==> config.mk <==
export PLATFORM = sky130hd
export DESIGN_NAME = dmem_port_arbiter
export DESIGN_NICKNAME = d
export VERILOG_FILES = /design/src/rtl/dmem_port_arbiter.sv
export SDC_FILE = /design/constraint.sdc
export NUM_CORES = 1
export LEC_CHECK = 0
export ABC_AREA = 1
export CAP_MARGIN = 20
export CORE_ASPECT_RATIO = 1.1
export CORE_MARGIN = 1.5
export CORE_UTILIZATION = 30
export DETAILED_ROUTE_END_ITERATION = 10
export GPL_TIMING_DRIVEN = 0
export PLACE_DENSITY = 0.69
export SETUP_SLACK_MARGIN = 0.3
export SLEW_MARGIN = 20
export SYNTH_ARGS = -nofsm -noshare
export SYNTH_HDL_FRONTEND = slang
export SYNTH_SLANG_ARGS = --single-unit
export TNS_END_PERCENT = 30
==> constraint.sdc <==
create_clock -name clk_i -period 4 [get_ports clk_i]
set_clock_uncertainty 0.1 [all_clocks]
set_input_delay 0.8 -clock clk_i [delete_from_list [all_inputs] [get_ports clk_i]]
set_output_delay 0.8 -clock clk_i [all_outputs]
set_load 0.02 [all_outputs]
==> src/rtl/dmem_port_arbiter.sv <==
// Round-robin arbiter that shares one fixed-latency data-memory port between the
// CPU (port 0) and an external loader/debug requester (port 1).
module dmem_port_arbiter #(
  parameter int MEM_LAT = 1,
  parameter int ADDR_W  = 32,
  parameter int DATA_W  = 32
) (
  input  logic              clk_i,
  input  logic              rst_i,
  input  logic              req0_i,
  input  logic              req1_i,
  input  logic              we0_i,
  input  logic              we1_i,
  input  logic [ADDR_W-1:0] addr0_i,
  input  logic [ADDR_W-1:0] addr1_i,
  input  logic [DATA_W-1:0] wdata0_i,
  input  logic [DATA_W-1:0] wdata1_i,
  output logic              ack0_o,
  output logic              ack1_o,
  output logic [DATA_W-1:0] rdata0_o,
  output logic [DATA_W-1:0] rdata1_o,
  output logic              cpu_stall_o,
  output logic [ADDR_W-1:0] mem_addr_o,
  output logic [DATA_W-1:0] mem_wdata_o,
  output logic              mem_read_o,
  output logic              mem_write_o,
  input  logic [DATA_W-1:0] mem_rdata_i,
  output logic              busy_o,
  output logic              owner_o
);

  typedef enum logic [1:0] {S_IDLE, S_BUSY, S_DONE} state_t;

  localparam logic [3:0] LAT_CNT = 4'(MEM_LAT);

  state_t              state_q, state_d;
  logic [3:0]          cnt_q, cnt_d;
  // The owner register doubles as last_grant: it always holds the most recent winner.
  logic                owner_q, owner_d;
  logic                we_q, we_d;
  logic [ADDR_W-1:0]   addr_q, addr_d;
  logic [DATA_W-1:0]   wdata_q, wdata_d;
  logic [DATA_W-1:0]   rdata_q [0:1];
  logic [DATA_W-1:0]   rdata_d [0:1];
  logic                grant_valid;
  logic                grant_port;

  always_comb begin
    state_d     = state_q;
    cnt_d       = cnt_q;
    owner_d     = owner_q;
    we_d        = we_q;
    addr_d      = addr_q;
    wdata_d     = wdata_q;
    rdata_d     = rdata_q;
    grant_valid = req0_i | req1_i;
    grant_port  = owner_q;

    case (state_q)
      S_IDLE: begin
        if (req0_i && req1_i) begin
          grant_port = ~owner_q;
        end else begin
          grant_port = req1_i;
        end
        if (grant_valid) begin
          owner_d = grant_port;
          we_d    = grant_port ? we1_i    : we0_i;
          addr_d  = grant_port ? addr1_i  : addr0_i;
          wdata_d = grant_port ? wdata1_i : wdata0_i;
          cnt_d   = LAT_CNT;
          state_d = S_BUSY;
        end
      end
      S_BUSY: begin
        cnt_d = cnt_q - 4'd1;
        if (cnt_q == 4'd1) begin
          // Memory data is only guaranteed valid in the final BUSY cycle.
          if (!we_q) begin
            rdata_d[owner_q] = mem_rdata_i;
          end
          state_d = S_DONE;
        end
      end
      S_DONE: begin
        state_d = S_IDLE;
      end
      default: begin
        state_d = S_IDLE;
      end
    endcase
  end

  always_ff @(posedge clk_i) begin
    if (rst_i) begin
      state_q    <= S_IDLE;
      cnt_q      <= 4'd0;
      owner_q    <= 1'b1;
      we_q       <= 1'b0;
      addr_q     <= '0;
      wdata_q    <= '0;
      rdata_q[0] <= '0;
      rdata_q[1] <= '0;
    end else begin
      state_q    <= state_d;
      cnt_q      <= cnt_d;
      owner_q    <= owner_d;
      we_q       <= we_d;
      addr_q     <= addr_d;
      wdata_q    <= wdata_d;
      rdata_q[0] <= rdata_d[0];
      rdata_q[1] <= rdata_d[1];
    end
  end

  // Writes strobe only in the last BUSY cycle so an aborted write never lands.
  assign mem_read_o  = (state_q == S_BUSY) && !we_q;
  assign mem_write_o = (state_q == S_BUSY) && we_q && (cnt_q == 4'd1);
  assign ack0_o      = (state_q == S_DONE) && !owner_q;
  assign ack1_o      = (state_q == S_DONE) && owner_q;
  assign busy_o      = (state_q != S_IDLE);
  assign owner_o     = owner_q;
  assign cpu_stall_o = req0_i && !ack0_o;
  assign mem_addr_o  = addr_q;
  assign mem_wdata_o = wdata_q;
  assign rdata0_o    = rdata_q[0];
  assign rdata1_o    = rdata_q[1];

endmodule

==> results of run 1 <==
through the flow:
stage / total power (W) / cells / utilization [%] / setup slack, ns / area, um^2
after global routing: 0.00469 / 1506 / 49.8 / 0.617 / 10200
after CTS: 0.00451 / 1505 / 49.7 / 0.748 / 10200
after global placement: 0.00280 / 1473 / 46.7 / 0.797 / 9550
after floorplan: 0.00222 / 917 / - / 1.85 / 6220
after detailed placement: 0.00281 / 1473 / 46.7 / 0.811 / 9550
final: 0.00447 / 1506 / 49.8 / 0.767 / 10200
metal layers:
layer,vias to the layer above,global-route usage [%]
li1,3541,-
met1,3145,24.1
met2,279,37.0
met3,43,8.25
met4,0,8.42
met5,-,0
flip-flops by register name (all words and copies together) (netlist names):
signal	cells
state_q	2
mem_wdata_o	32
cnt_q	4
mem_addr_o	32
we_q	1
rdata0_o	32
rdata1_o	32
owner_o	1
power by group:
group	total (W)	switching, W	internal, W
combinational	0.00122	0.000668	0.000554
sequential	0.00156	0.0000747	0.00149
clock	0.00169	0.000671	0.00101
total	0.00447	0.00141	0.00306
placed cells by master, fill, tap and decap left out, types with 6 or more instances in the layout:
master	n
dfxtp_1	136
clkbuf_1	19
buf_1	6
nor2_1	89
buf_6	14
inv_6	7
inv_1	89
clkdlybuf4s50_1	300
a21oi_1	129
nand2_1	249
buf_2	23
clkbuf_16	17
nand3_1	70
buf_4	8
o21ai_0	64
cell type report:
type	instances	share of cell area (%)
Timing Repair Buffer	300	29.5
Multi-Input combinational cell	620	26.9
Sequential cell	136	26.8
Clock buffer	18	4.32
Buffer	70	4.20
Inverter	91	3.36
Tap cell	256	3.15
Clock inverter	14	1.80
Antenna cell	1	0.0246
cells by family (layout without fill, tap and decap cells):
family	Yosys count	count (layout)	synth area share, %
flops	136	136	43.8
compound gates	204	204	16.8
simple gates	414	414	26.7
buf+inv	161	493	12.3
fa+ha+maj	2	2	0.402
other cells	0	1	0
path summary, 6_finish.rpt:
path            start        to  slack (ns)  cells after the start
max           owner_o    ack1_o        0.77                      5
min          cnt_q[2]  cnt_q[2]        0.38                      2
max reg2reg   owner_o   owner_o        2.30                      7
min reg2reg  cnt_q[2]  cnt_q[2]        0.38                      2
synthesized netlist by cell type:
cell type  number  share of area (%)
buf_2          23                1.8
nor2_4          2               0.36
o21bai_1        1               0.12
dfxtp_1       136                 44
buf_6          14                2.5
a21oi_2         4               0.56
clkbuf_1       19                1.1
ha_1            2               0.40
nand3_1        70                5.6
buf_4           8               0.97
inv_1          89                5.4
buf_1           6               0.36
nor3_1          2               0.16
inv_2           2               0.12
a21oi_1       129                 10
o32ai_1         1               0.14
nand2_1       249                 15
nor2_2          1               0.10
o21ai_1         5               0.40
nor2_1         89                5.4
o21ai_0        64                5.1
or2_2           1               0.10
worst min-delay path: stages, from the launching register on:
cell and delay [ns]:
dfxtp_1 0.33, inv_1 0.05, a21oi_1 0.05
==> summary.md, run 1 <==
| Metric | Value |
|---|---|
| Sequential cell area | about 2700 um^2 |
| Max transition margin | between 50% and 60% |
| Worst hold slack | between 0.3 and 0.4 ns |
| Crit Path Max Fanout | 10 |
| Resize count post-CTS | 0 |
| Met3 wire length | around 2300 um |
| Drt pass-1 iters | 4 |
| PD cells | ~440 nW/um^2 |
| Post-synthesis area per instance | slightly below 7 um^2 |
| RSZ-0062 raised after global routing | false |
| Skew-Pair Late Insertion Delay | 0.42 ns |
| CP required | between 3 and 4 ns |
| CTS Buf Count | 17 |
| Core area | approximately 20000 um^2 |
| Post-DP HPWL | about 18000 um |
| Syn Nets | roughly 1100 |
| CTS tree | done |
| Sequential area share after synthesis | a little over two fifths |
| Total grt overflow | 0 |
| Die area | between 20000 and 25000 um^2 |
| CP max stage delay | roughly 0.63 ns |
| Max-slew violations | 0 |
| Metal2 WL | 11000 um |
| # rows | 55 |
| WL/cell | 15.5 um |
| Max-cap violation count | 0 |
| DR vias/cell | between 4 and 5 |
| Clock-pin slew on the worst setup and hold paths | around 0.060 ns |
| LEAKAGE | between 4 and 5 nW |
| Final Hold Fails | 0 |
| Number of global-route vias before repair | 6944 |
| Critical path class | flop to primary output |
| CTS Hold Buffers Added | 0 |
| Setup tns final | 0 ns |
| Overall die width | approximately 140 um |
| Cell variety after synth | 22 |
| Fin nets | 1404 |
| Max Freq | 0.309 GHz |
| Largest net degree at the start of global routing | 17 |
| # fillers | between 2000 and 2500 |
| Synthesized area | 6220 um^2 |
| CP Capture Type | primary output |
| ANT nets after route | 0 |
| First-pass GRT wire length | about 36000 um |
| Synth Register Bits | 136 |
| Crit-path slowest cell | clkdlybuf4s50_1 |
| DR DRC count | 0 |
| Post-Route WL | approximately 23000 um |
| Bufs on Longest Clock Path | 2 |
| Die Ht | between 150 and 200 um |
| Tmin final | approximately 3.2 ns |
| PortBufs | 300 |
| Share of cells above drive strength 1 | 6.97% |
| Multi-input logic area | ~2700 um^2 |
| Status | complete, no violations |
| Initial cell density of the core | 30.4% |
| CP delay by family, top | buffers and inverters |
| Routability cong. | slightly below 0.9 |
| Top layer in use | met4 |
| M1 WL | ~9300 um |
| H-tree lvl count | 4 |
| CP Buf/Inv Count | 4 |
| CP cell instances | inv_1 > clkbuf_1 > buf_2 > nor2_1 > clkdlybuf4s50_1 |
| Area grow syn2layout | 63.4% |
| Worst-Margin Slew | around 0.6 ns |
| # IOs | 301 |
| Yosys Warn Count | 0 |
| Class of the worst hold path | flop to flop |
| Peak VDD IR | roughly 0.28 mV |
| WP data arrival | around 2.3 ns |
| Root Buffer | clkbuf_16 |
| # setup viols final | 0 |
| Gate Count Post-Synth | between 900 and 1000 |
| GRT Total Usage | 21.6% |
| Final worst path period share | between 80% and 90% |
| Routed via count | around 7000 |
| Type of origin of the critical path | flop |
| Initial DRC count | roughly 390 |
| Post-CTS setup repair buffer count | 0 |
| Clk sinks | 136 |
| Initial antenna violation count | 1 |
Note: power is estimated with default switching activity, not from simulation.
==> run 2, diff against run 1 <==
- clock period: 4 -> 3.02 ns (I/O delays scaled with it)
==> run 2 against run 1 <==
Clock-buffer cell count did not move. Combinational power rose by 33%. Final cell count did not move. Largest cell class unchanged.
==> summary.md, run 2 (same netlist as run 1, synthesis figures left out) <==
| Metric | Value |
|---|---|
| CTS tree | done |
| Most frequent cells in the layout | 298 x clkdlybuf4s50_1, 249 x nand2_1, 135 x dfxtp_1, 129 x a21oi_1 |
| Core area | between 20000 and 25000 um^2 |
| # rows | 55 |
| LEAKAGE | around 4.5 nW |
| Die area | about 22000 um^2 |
| Post-DP HPWL | around 18000 um |
| Fin cells | 1506 |
| Worst hold slack | 0.376 ns |
| Post-CTS setup repair buffer count | 0 |
| Initial cell density of the core | a little under a third |
| Post-Route WL | 23300 um |
| WP data arrival | approximately 2 ns |
| GR Layer Usage met1 | 24.1% |
| Final Hold Fails | 0 |
| Critical path class | flop to primary output |
| H-tree lvl count | 4 |
| CTS Buf Count | 17 |
| Gr busiest metal | met2 |
| Max Freq | 0.369 GHz |
| PortBufs | 300 |
| Met3 Resource Use GR | under 10% |
| Overall die width | between 100 and 150 um |
| Commonest non-fill, non-tap cell in the layout | clkdlybuf4s50_1 |
| WL/cell | approximately 15 um |
| Die Ht | ~150 um |
| ANT nets after route | 0 |
| Bufs on Longest Clock Path | 2 |
| GRT Total Usage | 21.6% |
| Routed via count | between 6000 and 7000 |
| DR DRC count | 0 |
| Root Buffer | clkbuf_16 |
| Type of origin of the critical path | flop |
| DR vias/cell | 4.64 |
| Crit Path Max Fanout | 3 |
| # IOs | 301 |
| Class of the worst hold path | flop to flop |
| Largest net degree at the start of global routing | 17 |
| Clk sinks | 136 |
| First-pass GRT wire length | 36500 um |
| Drt pass-1 iters | 5 |
| Status | complete, no violations |
| Max-slew violations | 0 |
| CTS Hold Buffers Added | 0 |
| CP required | 2.32 ns |
| Total grt overflow | 0 |
| Fin nets | around 1400 |
| Max-cap violation count | 0 |
| Initial DRC count | between 300 and 400 |
| Routability cong. | 0.868 |
| Skew-Pair Late Insertion Delay | ~0.42 ns |
| Final worst path period share | around nine tenths |
| Placed insts | between 1000 and 1500 |
| Clock-pin slew on the worst setup and hold paths | 0.06 ns |
| Initial antenna violation count | 1 |
| PD cells | 582 nW/um^2 |
| Max transition margin | about 61% |
| Number of global-route vias before repair | about 6900 |
| GRT met2 Usage | between 30 and 40% |
| Share of cells above drive strength 1 | just over 7% |
| Tot Pwr | between 0.005 and 0.006 W |
| Peak VDD IR | about 0.37 mV |
| # setup viols final | 0 |
| RSZ-0062 raised after global routing | true |
| Setup tns final | 0 ns |
| Worst-Margin Slew | approximately 0.58 ns |
| # fillers | between 2000 and 2500 |
| CP Capture Type | primary output |
| Tmin final | approximately 2.7 ns |
| Area grow syn2layout | 63.5% |
## run 2: changes by cell type in the layout (fill, tap and decap cells not counted), sizes merged
cell	before	now
clkdlybuf4s50	300	298
dlymetal6s2s	0	1
dlygate4sd2	0	1
## run 2: layout make-up
cell class | count | area [um^2] | share of cell area (%)
diodes | 1 | 2.50 | 0.0246
repair buffers | 300 | 3000 | 29.5
clock buffers | 18 | 439 | 4.32
flip-flops and latches | 136 | 2720 | 26.8
clock inverters | 14 | 183 | 1.80
inverters | 91 | 342 | 3.36
multi-input cells | 620 | 2730 | 26.8
well taps | 256 | 320 | 3.15
plain buffers | 70 | 430 | 4.23
## run 2: stage by stage
stage,utilization (%),cell area [um^2],setup WS [ns]
floorplan,-,6220,1.06
global placement,46.7,9550,0.209
detailed placement,46.7,9550,0.223
CTS,49.8,10200,0.178
global route,49.8,10200,0.237
finish,49.8,10200,0.311
## run 2: worst paths after layout
| kind | start | endpoint | slack [ns] | cells after the start |
|---|---|---|---|---|
| worst min register to register | cnt_q[2] | cnt_q[2] | 0.38 | 2 |
| worst max register to register | cnt_q[1] | rdata0_o[23] | 1.39 | 9 |
| worst max-delay path | state_q[1] | ack0_o | 0.31 | 4 |
| worst min-delay path | cnt_q[2] | cnt_q[2] | 0.38 | 2 |
## run 2: power breakdown
part	internal (W)	leakage, nW	switching [W]
logic	0.000735	3.07	0.000886
registers	0.00197	1.12	0.0000986
clock network	0.00134	0.307	0.000886
total	0.00405	4.49	0.00187
## run 2: layer usage
metal	up-vias	wire length, um	part of all wire (%)
met5	-	0	0
met1	3130	9410	40
met2	267	11000	47
met3	43	2230	9.6
met4	0	590	2.5
li1	3541	-	-
## run 2: repair_timing
action,in CTS,in global routing
pin swaps,0,0
endpoints found under the setup margin,3,2
gates resized for setup,4,1
## run 2: critical path: stages, from the launching register on
cell and delay [ns]:
dfxtp_1 0.37, inv_1 0.08, or2_2 0.32, nor2_1 0.16, clkdlybuf4s50_1 0.65
